## src/rtl/uart_top.sv

```systemverilog
// uart_top: UART loopback. An 8-bit transmitter drives an internal serial
// line that feeds a receiver on the same clock. The frame is a start bit (0),
// the data bits LSB first, an optional even-parity bit, and a stop bit (1).
// Ports:
//   CLK          system clock, rising edge
//   RST          asynchronous active-high reset
//   transmit     transmit request level; a rising edge starts one frame
//   TX_DATA      byte to send, captured at frame start
//   par_EN       1 = frame carries an even-parity bit
//   busy         high while a frame is being transmitted
//   RXDATA       last received byte
//   VALID_RX     last frame received without error (held)
//   PARITY_ERROR last frame had a parity mismatch (held)
//   STOP_ERROR   last frame's stop bit sampled 0 (held)
module uart_top #(
  parameter int CLKS_PER_BIT = 5208,
  parameter int DATA_W       = 8
) (
  input  logic              CLK,
  input  logic              RST,
  input  logic              transmit,
  input  logic [DATA_W-1:0] TX_DATA,
  input  logic              par_EN,
  output logic              busy,
  output logic [DATA_W-1:0] RXDATA,
  output logic              VALID_RX,
  output logic              PARITY_ERROR,
  output logic              STOP_ERROR
);

  localparam int CNT_W = (CLKS_PER_BIT > 1) ? $clog2(CLKS_PER_BIT) : 1;
  localparam int BIT_W = (DATA_W > 1) ? $clog2(DATA_W) : 1;
  localparam logic [CNT_W-1:0] CNT_LAST  = CNT_W'(CLKS_PER_BIT - 1);
  localparam logic [CNT_W-1:0] HALF_LAST = CNT_W'(CLKS_PER_BIT / 2 - 1);
  localparam logic [BIT_W-1:0] BIT_LAST  = BIT_W'(DATA_W - 1);

  typedef enum logic [2:0] {
    TX_S_IDLE,
    TX_S_START,
    TX_S_DATA,
    TX_S_PARITY,
    TX_S_STOP
  } tx_state_t;

  typedef enum logic [2:0] {
    RX_S_IDLE,
    RX_S_START,
    RX_S_DATA,
    RX_S_PARITY,
    RX_S_STOP
  } rx_state_t;

  // ---------------------------------------------------------------- TX side
  tx_state_t         tx_state_q;
  logic [CNT_W-1:0]  tx_cnt_q;
  logic [BIT_W-1:0]  tx_bit_q;
  logic [DATA_W-1:0] tx_shift_q;
  logic              tx_par_q;
  logic              tx_paren_q;
  logic              tx_line_q;
  logic              busy_q;
  logic              trans_q;

  always_ff @(posedge CLK or posedge RST) begin
    if (RST) begin
      tx_state_q <= TX_S_IDLE;
      tx_cnt_q   <= '0;
      tx_bit_q   <= '0;
      tx_shift_q <= '0;
      tx_par_q   <= 1'b0;
      tx_paren_q <= 1'b0;
      tx_line_q  <= 1'b1;
      busy_q     <= 1'b0;
      trans_q    <= 1'b0;
    end else begin
      trans_q <= transmit;
      case (tx_state_q)
        TX_S_IDLE: begin
          tx_line_q <= 1'b1;
          busy_q    <= 1'b0;
          tx_cnt_q  <= '0;
          // Rising edge of the request; a level held high starts only one frame.
          if (transmit && !trans_q) begin
            tx_shift_q <= TX_DATA;
            tx_par_q   <= ^TX_DATA;
            tx_paren_q <= par_EN;
            tx_line_q  <= 1'b0;
            busy_q     <= 1'b1;
            tx_state_q <= TX_S_START;
          end
        end
        TX_S_START: begin
          if (tx_cnt_q == CNT_LAST) begin
            tx_cnt_q   <= '0;
            tx_bit_q   <= '0;
            tx_line_q  <= tx_shift_q[0];
            tx_state_q <= TX_S_DATA;
          end else begin
            tx_cnt_q <= tx_cnt_q + CNT_W'(1);
          end
        end
        TX_S_DATA: begin
          if (tx_cnt_q == CNT_LAST) begin
            tx_cnt_q <= '0;
            if (tx_bit_q == BIT_LAST) begin
              if (tx_paren_q) begin
                tx_line_q  <= tx_par_q;
                tx_state_q <= TX_S_PARITY;
              end else begin
                tx_line_q  <= 1'b1;
                tx_state_q <= TX_S_STOP;
              end
            end else begin
              // Line shows the next bit while the register shifts toward it.
              tx_bit_q   <= tx_bit_q + BIT_W'(1);
              tx_line_q  <= tx_shift_q[1];
              tx_shift_q <= tx_shift_q >> 1;
            end
          end else begin
            tx_cnt_q <= tx_cnt_q + CNT_W'(1);
          end
        end
        TX_S_PARITY: begin
          if (tx_cnt_q == CNT_LAST) begin
            tx_cnt_q   <= '0;
            tx_line_q  <= 1'b1;
            tx_state_q <= TX_S_STOP;
          end else begin
            tx_cnt_q <= tx_cnt_q + CNT_W'(1);
          end
        end
        TX_S_STOP: begin
          if (tx_cnt_q == CNT_LAST) begin
            tx_cnt_q   <= '0;
            busy_q     <= 1'b0;
            tx_state_q <= TX_S_IDLE;
          end else begin
            tx_cnt_q <= tx_cnt_q + CNT_W'(1);
          end
        end
        default: tx_state_q <= TX_S_IDLE;
      endcase
    end
  end

  // ---------------------------------------------------------------- RX side
  rx_state_t         rx_state_q;
  logic [CNT_W-1:0]  rx_cnt_q;
  logic [BIT_W-1:0]  rx_bit_q;
  logic [DATA_W-1:0] rx_shift_q;
  logic              rx_paren_q;
  logic              rx_parbit_q;
  logic              rx_meta_q;
  logic              rx_sync_q;
  logic              rx_prev_q;
  logic [DATA_W-1:0] rxdata_q;
  logic              valid_q;
  logic              perr_q;
  logic              serr_q;

  logic stop_perr;
  logic stop_serr;

  assign stop_perr = rx_paren_q && (rx_parbit_q != ^rx_shift_q);
  assign stop_serr = !rx_sync_q;

  always_ff @(posedge CLK or posedge RST) begin
    if (RST) begin
      rx_state_q  <= RX_S_IDLE;
      rx_cnt_q    <= '0;
      rx_bit_q    <= '0;
      rx_shift_q  <= '0;
      rx_paren_q  <= 1'b0;
      rx_parbit_q <= 1'b0;
      // Synchronizer resets to the idle line level so no false edge follows reset.
      rx_meta_q   <= 1'b1;
      rx_sync_q   <= 1'b1;
      rx_prev_q   <= 1'b1;
      rxdata_q    <= '0;
      valid_q     <= 1'b0;
      perr_q      <= 1'b0;
      serr_q      <= 1'b0;
    end else begin
      rx_meta_q <= tx_line_q;
      rx_sync_q <= rx_meta_q;
      rx_prev_q <= rx_sync_q;
      case (rx_state_q)
        RX_S_IDLE: begin
          rx_cnt_q <= '0;
          if (rx_prev_q && !rx_sync_q) begin
            rx_paren_q <= par_EN;
            rx_state_q <= RX_S_START;
          end
        end
        RX_S_START: begin
          if (rx_cnt_q == HALF_LAST) begin
            rx_cnt_q <= '0;
            if (!rx_sync_q) begin
              rx_bit_q   <= '0;
              valid_q    <= 1'b0;
              perr_q     <= 1'b0;
              serr_q     <= 1'b0;
              rx_state_q <= RX_S_DATA;
            end else begin
              rx_state_q <= RX_S_IDLE;
            end
          end else begin
            rx_cnt_q <= rx_cnt_q + CNT_W'(1);
          end
        end
        RX_S_DATA: begin
          if (rx_cnt_q == CNT_LAST) begin
            rx_cnt_q   <= '0;
            rx_shift_q <= {rx_sync_q, rx_shift_q[DATA_W-1:1]};
            if (rx_bit_q == BIT_LAST) begin
              rx_state_q <= rx_paren_q ? RX_S_PARITY : RX_S_STOP;
            end else begin
              rx_bit_q <= rx_bit_q + BIT_W'(1);
            end
          end else begin
            rx_cnt_q <= rx_cnt_q + CNT_W'(1);
          end
        end
        RX_S_PARITY: begin
          if (rx_cnt_q == CNT_LAST) begin
            rx_cnt_q    <= '0;
            rx_parbit_q <= rx_sync_q;
            rx_state_q  <= RX_S_STOP;
          end else begin
            rx_cnt_q <= rx_cnt_q + CNT_W'(1);
          end
        end
        RX_S_STOP: begin
          if (rx_cnt_q == CNT_LAST) begin
            rx_cnt_q   <= '0;
            rxdata_q   <= rx_shift_q;
            perr_q     <= stop_perr;
            serr_q     <= stop_serr;
            valid_q    <= !stop_perr && !stop_serr;
            rx_state_q <= RX_S_IDLE;
          end else begin
            rx_cnt_q <= rx_cnt_q + CNT_W'(1);
          end
        end
        default: rx_state_q <= RX_S_IDLE;
      endcase
    end
  end

  assign busy         = busy_q;
  assign RXDATA       = rxdata_q;
  assign VALID_RX     = valid_q;
  assign PARITY_ERROR = perr_q;
  assign STOP_ERROR   = serr_q;

endmodule

```

## config.mk

```make
export PLATFORM = sky130hd
export DESIGN_NAME = uart_top
export DESIGN_NICKNAME = d
export VERILOG_FILES = /design/src/rtl/uart_top.sv
export SDC_FILE = /design/constraint.sdc
export NUM_CORES = 1
export LEC_CHECK = 0
export CORE_MARGIN = 8
export CORE_UTILIZATION = 45
export CTS_BUF_LIST = sky130_fd_sc_hd__clkbuf_16
export CTS_CLUSTER_DIAMETER = 80
export DETAILED_ROUTE_END_ITERATION = 10
export PLACE_DENSITY = 0.64
export RECOVER_POWER = 25
export SKIP_LAST_GASP = 1
export SYNTH_ARGS = -nofsm -noshare
export SYNTH_HDL_FRONTEND = slang
export SYNTH_SLANG_ARGS = --single-unit
```

## constraint.sdc

```tcl
create_clock -name CLK -period 4.84 [get_ports CLK]
set_input_delay 0.726 -clock CLK [delete_from_list [all_inputs] [get_ports CLK]]
set_output_delay 0.726 -clock CLK [all_outputs]
set_load 0.02 [all_outputs]
```

==> summary.md <==
| Metric | Value |
|---|---|
| Crit path to | `rx_shift_q[7]` |
| Setup violations, final | `0` |
| Data required time at the worst endpoint | `5.15 ns` |
| Min Tclk post-route | `2.42 ns` |
| Total track usage | `13.7%` |
| Reg2Reg Setup Slack | `2.54 ns` |
| Width of the chip | `109 um` |
| Synth Instances | `381` |
| ANT cells | `0` |
| Initial Util | `45.3%` |
| RR Startpoint | `rx_cnt_q[0]` |
| CTS max path bufs | `2` |
| Met3 routed WL | `211 um` |
| Total power | `1.44 mW` |
| CTS clk-pin slew, worst paths | `0.06 ns` |
| Commonest non-fill, non-tap cells in the layout | `dfrtp_1 (71), nand2_1 (41), o21ai_0 (32)` |
| FILL cells | `758` |
| Setup TNS Final | `0 ns` |
| Unrepaired setup endpoints after global routing | `false` |
| Reg2reg end | `rx_cnt_q[9]` |
| Sequential area share after synthesis | `48.5%` |
| CP startpoint | `RST` |
| Fraction of registers with async set or reset after synthesis | `100%` |
| # DRC | `0` |
| Setup Fix Bufs, Post-CTS | `0` |
| Clk_lat worst skew | `0.33 ns` |
| Synth area leader | `dfrtp_1` |
| P_leak | `1.92 nW` |
| Global-route wire length before repair | `13100 um` |
| DR vias | `2841` |
| Outcome | `completed` |
| TritonCTS clock tree | `yes` |
| HP Class | `flip-flop to flip-flop` |
| Endpoints failing hold | `0` |
| Final estimated routing congestion in global placement | `0.826` |
| Number of DRC markers in iteration 0 | `75` |
| Synthesized area per cell | `10.2 um^2` |
| WL met2 | `3630 um` |
| Post-cts gate resize count | `0` |
| First drt pass iteration count | `4` |
| Worst Skew | `0.00692 ns` |
| Die Ht | `109 um` |
| Yosys reg bits | `75` |
| Yosys warns | `0` |
| Worst-Margin Slew | `1.01 ns` |
| Synth Flop Type | `dfrtp_1` |
| Top metal layer carrying routed signals | `met4` |
| WP data arrival | `2.73 ns` |
| Initial antenna violation count | `0` |
| WHS Path Cells | `0` |
| Final net count | `420` |
| Largest cells by area after synthesis | `dfrtp_1 (46%), mux2_2 (5.2%), xnor2_1 (4.5%), o21ai_0 (4.1%), nand2_1 (4.0%)` |
| Slew Viols, Final | `0` |
| Slew Limit Headroom | `32.7%` |
| Crit. End Element | `asynchronous set/reset pin` |
| Post-synth cell types | `54` |
| Synthesized Nets | `399` |
| Area of the core | `8550 um^2` |
| Vias in the first global route | `2748` |
| Post-DR wirelength/cell | `14.7 um` |
| Clock Sink Count | `75` |
| Fmax | `0.413 GHz` |
| Startpoint Class | `input port` |
| Share of cells above drive strength 1 | `13.5%` |
| Crit Path Max Fanout | `24` |
| Hold WS | `0.362 ns` |
| Root Buffer | `clkbuf_16` |
| Num ports | `24` |
| Area Overhead vs Synth | `17.1%` |
| DRT Wirelength | `7570 um` |
| Grt ovf | `0` |
| Commonest non-fill, non-tap cell in the layout | `dfrtp_1` |
| Post-synth top area share | `45.8%` |
| Drt via density | `5.52` |
| Hold Buf Count CTS | `0` |
| Site Rows | `34` |
| Post-synth EDFFs | `0` |
| CTS buffer count | `9` |
| Die area | `11800 um^2` |
| Met1 WL | `3620 um` |
| Critical path cell sequence | `dlygate4sd3_1 -> inv_1 -> clkbuf_1` |
| Power Dens Cells | `316 nW/um^2` |
| Dpl hpwl | `5460 um` |
| R2R depth | `6` |
| Maximum vdd drop | `0.159 mV` |
| Period utilization | `50.0%` |
| IO buf count | `23` |
| Mapped Area | `3880 um^2` |
| Maxcap violations | `0` |
| CP peak stage delay | `0.82 ns` |
| Routed Antenna Nets | `0` |
| Critical path type | `input port to asynchronous set/reset pin` |
| H-tree depth | `3` |
| Largest net degree at the start of global routing | `35` |
| CP max-delay cell | `clkbuf_1` |
worst max-delay path, delay by kind of cell:
| kind | cells | cell delay [ns] |
|---|---|---|
| buffers and inverters | 3 | 1.99 |
worst min path at each step:
stage | slack [ns] | to | start
after detailed placement | 0.35 | rx_sync_q | rx_meta_q
after global placement | 0.35 | rx_sync_q | rx_meta_q
after CTS | 0.36 | rx_sync_q | rx_meta_q
after global routing | 0.36 | rx_sync_q | rx_meta_q
final | 0.36 | rx_sync_q | rx_meta_q
after floorplan | 0.35 | rx_sync_q | rx_meta_q
flip-flops by register name, summed over array words and instances, names as in the netlist, 3 cells and up:
signal      cells
tx_bit_q        3
RXDATA          8
rx_shift_q      8
tx_shift_q      8
tx_cnt_q       13
rx_bit_q        3
rx_cnt_q       13
rx_state_q      3
tx_state_q      3
synth_stat cells (all sizes together) (7+ instances only):
library cell and n:
a21oi 11, clkbuf 14, dfrtp 71, inv 9
mux2 19, mux2i 11, nand2 42, nand3 21
nor2 27, nor3 7, nor3b 7, o21ai 32
o31ai 7, xnor2 20
final cells by class:
class	instances	area, um^2	area share (%)
Inverter	9	33.8	0.744
Tap cell	108	135	2.98
Timing Repair Buffer	26	249	5.49
Clock buffer	9	225	4.96
Sequential cell	75	1880	41.5
Multi-Input combinational cell	281	1900	41.8
Clock inverter	7	116	2.56
cell families (layout without fill, tap and decap cells):
family | Yosys count | after routing | synth area share [%]
AOI/OAI and AO/OA | 71 | 71 | 11.8
xor gates and xnor gates | 26 | 26 | 6.23
and+or+nand+nor | 148 | 148 | 20.5
muxes | 30 | 30 | 8.46
buffers and inverters | 25 | 51 | 2.49
adders and majority gates | 6 | 6 | 1.94
DFF | 75 | 75 | 48.5
per-stage QoR:
stage / setup WS, ns / cell area (um^2) / utilization [%] / instances
CTS: 2.54 / 4540 / 53.1 / 515
detailed placement: 2.31 / 4200 / 49.1 / 499
global placement: 2.34 / 4200 / 49.1 / 499
finish: 2.42 / 4540 / 53.1 / 515
floorplan: 2.21 / 3880 / - / 381
global route: 1.97 / 4540 / 53.1 / 515
report_power, final:
group | total (mW) | internal (mW) | switching [mW] | leakage (nW)
Sequential | 0.634 | 0.631 | 0.00265 | 0.996
Combinational | 0.0411 | 0.0180 | 0.0230 | 0.763
Clock | 0.761 | 0.502 | 0.259 | 0.165
Total | 1.44 | 1.15 | 0.285 | 1.92
per-layer routing:
metal / GRT usage (%) / up-vias
met4: 6.16 / 0
li1: - / 1407
met2: 22.2 / 34
met3: 2.54 / 12
met5: 0 / -
met1: 17.5 / 1388
Note: power is estimated with default switching activity, not from simulation.
